--- src/rtl/fadd_issue.sv ---
// fadd_issue: two-stage issue/retire wrapper around the combinational
// single-precision adder `fadd`.
//   Stage 1 (S1) registers the accepted op. For FSUB it flips the sign of b.
//   S1 drives fadd_x1/fadd_x2 directly from its operand registers.
//   Stage 2 (S2) captures the adder result, or a locally computed
//   sign-injection result, and presents it on out_*.
// Ports:
//   clk, rst                   clock, async active-high reset
//   in_valid/in_ready          op handshake; in_op/in_a/in_b/in_tag payload
//   fadd_x1/fadd_x2            operands to the external adder
//   fadd_y/fadd_ovf            adder result and overflow (combinational)
//   out_valid/out_ready        result handshake
//   out_data/out_tag           result payload
//   out_ovf/out_illegal        per-result status
//   ovf_sticky/clr_flags       sticky overflow flag and its clear
module fadd_issue #(
  parameter int unsigned TAG_W = 5
) (
  input  logic              clk,
  input  logic              rst,
  input  logic              in_valid,
  output logic              in_ready,
  input  logic [2:0]        in_op,
  input  logic [31:0]       in_a,
  input  logic [31:0]       in_b,
  input  logic [TAG_W-1:0]  in_tag,
  output logic [31:0]       fadd_x1,
  output logic [31:0]       fadd_x2,
  input  logic [31:0]       fadd_y,
  input  logic              fadd_ovf,
  output logic              out_valid,
  input  logic              out_ready,
  output logic [31:0]       out_data,
  output logic [TAG_W-1:0]  out_tag,
  output logic              out_ovf,
  output logic              out_illegal,
  output logic              ovf_sticky,
  input  logic              clr_flags
);

  localparam int unsigned DATA_W = 32;
  localparam int unsigned OP_W   = 3;

  localparam logic [OP_W-1:0] OP_FADD   = OP_W'(0);
  localparam logic [OP_W-1:0] OP_FSUB   = OP_W'(1);
  localparam logic [OP_W-1:0] OP_FSGNJ  = OP_W'(2);
  localparam logic [OP_W-1:0] OP_FSGNJN = OP_W'(3);
  localparam logic [OP_W-1:0] OP_FSGNJX = OP_W'(4);

  // Stage 1 registers
  logic              s1_valid_q, s1_valid_d;
  logic [OP_W-1:0]   s1_op_q,    s1_op_d;
  logic [TAG_W-1:0]  s1_tag_q,   s1_tag_d;
  logic [DATA_W-1:0] s1_a_q,     s1_a_d;
  logic [DATA_W-1:0] s1_b_q,     s1_b_d;

  // Stage 2 registers
  logic              s2_valid_q, s2_valid_d;
  logic [DATA_W-1:0] s2_data_q,  s2_data_d;
  logic [TAG_W-1:0]  s2_tag_q,   s2_tag_d;
  logic              s2_ovf_q,   s2_ovf_d;
  logic              s2_ill_q,   s2_ill_d;

  logic              sticky_q,   sticky_d;

  // Handshake control
  logic              adv1;
  logic              accept;
  logic              retire;

  // Result computed from S1 contents, captured into S2 on advance
  logic [DATA_W-1:0] res_data;
  logic              res_ovf;
  logic              res_ill;

  // S1 may hand off whenever S2 is empty or S2 is retiring this cycle
  assign adv1     = !s2_valid_q || out_ready;
  assign in_ready = !s1_valid_q || adv1;
  assign accept   = in_valid && in_ready;
  assign retire   = s2_valid_q && out_ready;

  assign fadd_x1  = s1_a_q;
  assign fadd_x2  = s1_b_q;

  // Stage 1 next state: load on accept, otherwise drain when handed off
  always_comb begin
    s1_valid_d = s1_valid_q;
    s1_op_d    = s1_op_q;
    s1_tag_d   = s1_tag_q;
    s1_a_d     = s1_a_q;
    s1_b_d     = s1_b_q;
    if (accept) begin
      s1_valid_d = 1'b1;
      s1_op_d    = in_op;
      s1_tag_d   = in_tag;
      s1_a_d     = in_a;
      // FSUB becomes an FADD of -b
      s1_b_d     = (in_op == OP_FSUB) ? {~in_b[31], in_b[30:0]} : in_b;
    end else if (adv1) begin
      s1_valid_d = 1'b0;
    end
  end

  // Result selection for the op held in S1
  always_comb begin
    res_data = '0;
    res_ovf  = 1'b0;
    res_ill  = 1'b0;
    case (s1_op_q)
      OP_FADD, OP_FSUB: begin
        res_data = fadd_y;
        res_ovf  = fadd_ovf;
      end
      OP_FSGNJ:  res_data = {s1_b_q[31], s1_a_q[30:0]};
      OP_FSGNJN: res_data = {~s1_b_q[31], s1_a_q[30:0]};
      OP_FSGNJX: res_data = {s1_a_q[31] ^ s1_b_q[31], s1_a_q[30:0]};
      default:   res_ill  = 1'b1;
    endcase
  end

  // Stage 2 next state: payload only changes when a valid op moves in,
  // so out_* stay stable under backpressure
  always_comb begin
    s2_valid_d = s2_valid_q;
    s2_data_d  = s2_data_q;
    s2_tag_d   = s2_tag_q;
    s2_ovf_d   = s2_ovf_q;
    s2_ill_d   = s2_ill_q;
    if (adv1) begin
      s2_valid_d = s1_valid_q;
      if (s1_valid_q) begin
        s2_data_d = res_data;
        s2_tag_d  = s1_tag_q;
        s2_ovf_d  = res_ovf;
        s2_ill_d  = res_ill;
      end
    end
  end

  // Sticky overflow: a set on retire takes priority over a clear
  always_comb begin
    sticky_d = sticky_q;
    if (retire && s2_ovf_q) begin
      sticky_d = 1'b1;
    end else if (clr_flags) begin
      sticky_d = 1'b0;
    end
  end

  always_ff @(posedge clk or posedge rst) begin
    if (rst) begin
      s1_valid_q <= 1'b0;
      s1_op_q    <= '0;
      s1_tag_q   <= '0;
      s1_a_q     <= '0;
      s1_b_q     <= '0;
      s2_valid_q <= 1'b0;
      s2_data_q  <= '0;
      s2_tag_q   <= '0;
      s2_ovf_q   <= 1'b0;
      s2_ill_q   <= 1'b0;
      sticky_q   <= 1'b0;
    end else begin
      s1_valid_q <= s1_valid_d;
      s1_op_q    <= s1_op_d;
      s1_tag_q   <= s1_tag_d;
      s1_a_q     <= s1_a_d;
      s1_b_q     <= s1_b_d;
      s2_valid_q <= s2_valid_d;
      s2_data_q  <= s2_data_d;
      s2_tag_q   <= s2_tag_d;
      s2_ovf_q   <= s2_ovf_d;
      s2_ill_q   <= s2_ill_d;
      sticky_q   <= sticky_d;
    end
  end

  assign out_valid   = s2_valid_q;
  assign out_data    = s2_data_q;
  assign out_tag     = s2_tag_q;
  assign out_ovf     = s2_ovf_q;
  assign out_illegal = s2_ill_q;
  assign ovf_sticky  = sticky_q;

endmodule

--- config.mk ---
export PLATFORM = sky130hd
export DESIGN_NAME = fadd_issue
export DESIGN_NICKNAME = d
export VERILOG_FILES = /design/src/rtl/fadd_issue.sv
export SDC_FILE = /design/constraint.sdc
export NUM_CORES = 1
export LEC_CHECK = 0
export CAP_MARGIN = 20
export CORE_UTILIZATION = 45
export CTS_CLUSTER_DIAMETER = 120
export CTS_CLUSTER_SIZE = 24
export DETAILED_ROUTE_END_ITERATION = 7
export PLACE_DENSITY = 0.87
export SYNTH_ARGS = -nofsm -noshare
export SYNTH_HDL_FRONTEND = slang
export SYNTH_SLANG_ARGS = --single-unit
export TNS_END_PERCENT = 10
--- constraint.sdc ---
create_clock -name clk -period 6.1 [get_ports clk]
set_clock_uncertainty 0.2 [all_clocks]
set_input_delay 0.61 -clock clk [delete_from_list [all_inputs] [get_ports clk]]
set_output_delay 0.61 -clock clk [all_outputs]
set_load 0.1 [all_outputs]
==> results.json <==
{
  "vdd_drop_max_mv": 0.314,
  "initial_core_util_pct": 46.7,
  "max_stage_delay_ps": 1170,
  "synth_cell_types": 34,
  "grt_pass1_wl_mm": 20.5,
  "core_area_um2": 10400,
  "rsz0062_at_grt": "no",
  "max_freq_mhz": 300,
  "grt_pass1_vias": 3937,
  "synthArstFlopShare_pct": 100,
  "timing.slew.headroom_pct": 31.6,
  "num_io_pins": 216,
  "path_cells": "nand3b_1 > clkdlybuf4s50_1",
  "cp_max_fo": 18,
  "holdPathStages": 1,
  "period_share_pct": 54.6,
  "seq_area_frac_synth_pct": 58.9,
  "n_antenna_cell": 0,
  "maxCapViolCount": 0,
  "reg2reg_from": "s1_valid_q",
  "ctsResizeCount": 0,
  "worstMarginPinSlew_ps": 1020,
  "netlist_area_um2": 4840,
  "gp_congestion": 0.735,
  "startpoint_type": "register",
  "hp-class": "register to register",
  "syn_nets": 442,
  "synthToLayoutAreaGrowth_pct": 58.5,
  "cp_num_buf_inv": 1,
  "drc": 0,
  "cts.sink_count": 114,
  "critPathTopFamily": "buffers and inverters",
  "leakage_nw": 3.15,
  "firstDrtPassIters": 5,
  "grt_usage_pct": 23.9,
  "final_cell_mix": "clkdlybuf4s50_1 (215), dfrtp_1 (114), mux2_2 (73)",
  "cts_tree": "built",
  "hp-start": "out_data[16]",
  "slew_viol_final": 0,
  "r2r_cells": 3,
  "ctsHoldBuffers": 0,
  "critical_path_class": "register to output pin",
  "grt_max_degree": 74,
  "antenna_found_initial": 0,
  "critPathArrivalTime_ps": 2520,
  "synth_edf_count": 0,
  "min_period_ps": 3330,
  "outcome": "finished, final reports clean",
  "clkSlewWorstSetupHoldPaths_ps": 50,
  "r2r_setup_slack_ps": 3610,
  "avgSynthCellArea_um2": 14.6,
  "htree_levels": 4,
  "overflow": 0,
  "first_iter_violations": 101,
  "synth_flop_cell": "dfrtp_1",
  "synthCells": 332,
  "reg2reg_to": "fadd_x2[8]",
  "end_kind": "output pin",
  "dieArea_um2": 11200,
  "yosys_warnings": 0,
  "root_buffer": "clkbuf_8",
  "finalWirelength_mm": 12.7,
  "port_buffers": 215,
  "dieHeight_um": 106,
  "tritoncts.num_buffers": 17,
  "hpwl_mm": 8.84,
  "final_common_cell": "clkdlybuf4s50_1",
  "fin_nets": 655,
  "power.density_nw_per_um2": 471,
  "wl_per_cell_um": 18.3,
  "ant_nets": 0,
  "num_vias": 3629,
  "post-route-util_pct": 74.0,
  "post-cts-setup-buffers": 0,
  "setup_tns_ps": 0,
  "layout-drive-gt1-share_pct": 19.7,
  "clock_latency_ps": 490,
  "required_ps": 5290,
  "hold_viol_final": 0,
  "fp-row-count": 37,
  "cp_slowest_cell": "clkdlybuf4s50_1",
  "ys_ff_latch": 114,
  "viasPerCell": 5.23,
  "die_w_um": 106,
  "cts_max_path_buffers": 2,
  "finalSetupViolCount": 0,
  "hold_end": "out_data[16]"
}
==> through the flow <==
step                std cells  setup WS, ps  instance area, um^2  hold slack [ps]  power (mW)
floorplan                 332          2270                 4840              260        2.17
global placement          661          2790                 7040              272        2.56
detailed placement        661          2790                 7040              277        2.58
CTS                       693          2740                 7670              290        3.65
global route              694          2670                 7680              299        3.74
finish                    694          2770                 7680              282        3.62
==> cell type report <==
type                       count  area (um^2)
clock buffer                  22          453
clock inverter                10          180
fill                         701         2690
inverter                       5         21.3
multi-input combinational    189         1830
sequential                   114         2850
tap                          136          170
timing repair buffer         218         2170
==> report_power, final <==
| part | internal [mW] | total [mW] | leakage [nW] | switching (mW) |
|---|---|---|---|---|
| sequential | 0.893 | 0.996 | 1.38 | 0.104 |
| combinational | 0.416 | 1.57 | 1.47 | 1.15 |
| clock | 0.724 | 1.05 | 0.305 | 0.327 |
==> sequential cells by signal, indices dropped and copies added (netlist names) <==
signal	flops
fadd_x1	32
fadd_x2	32
out_data	32
out_illegal	1
out_ovf	1
out_tag	5
out_valid	1
ovf_sticky	1
s1_op_q	3
s1_tag_q	5
s1_valid_q	1
==> how the worst max path moves through the flow <==
| stage | to | cells after the start | startpoint |
|---|---|---|---|
| floorplan | fadd_x1[0] | 1 | rst |
| global placement | in_ready | 3 | out_ready |
| detailed placement | in_ready | 3 | out_ready |
| CTS | in_ready | 2 | s1_valid_q |
| global route | in_ready | 2 | s1_valid_q |
| finish | in_ready | 2 | s1_valid_q |
==> cell families (layout without fill, tap and decap cells) <==
group	after synthesis	in the layout	synth area share, %
XOR/XNOR	2	2	0.362
multiplexers	97	97	22.5
buffers and inverters	29	255	3.51
AND/OR/NAND/NOR	19	19	2.58
AO/OA/AOI/OAI	71	71	12.1
flip-flops	114	114	58.9
==> Yosys cell counts (all sizes together), types with 3 or more instances <==
| cell | instances | share of area, % |
|---|---|---|
| nor2b | 3 | 0.39 |
| mux2 | 96 | 22 |
| o21ai | 5 | 0.52 |
| clkbuf | 6 | 0.46 |
| dfrtp | 114 | 59 |
| nand2 | 5 | 0.44 |
| a21boi | 13 | 2.0 |
| a221o | 12 | 2.5 |
| buf | 18 | 2.7 |
| inv | 4 | 0.31 |
| a22oi | 18 | 2.8 |
| o2bb2ai | 18 | 3.3 |
==> layer usage <==
| metal | track usage [%] | part of all wire [%] | up-vias |
|---|---|---|---|
| met4 | 7.84 | 1.2 | 0 |
| met2 | 42.1 | 53 | 149 |
| met5 | 0 | 0 | - |
| met3 | 7.92 | 6.9 | 10 |
| li1 | - | - | 1673 |
| met1 | 27.2 | 39 | 1797 |
Power figures use the tool's default switching activity.
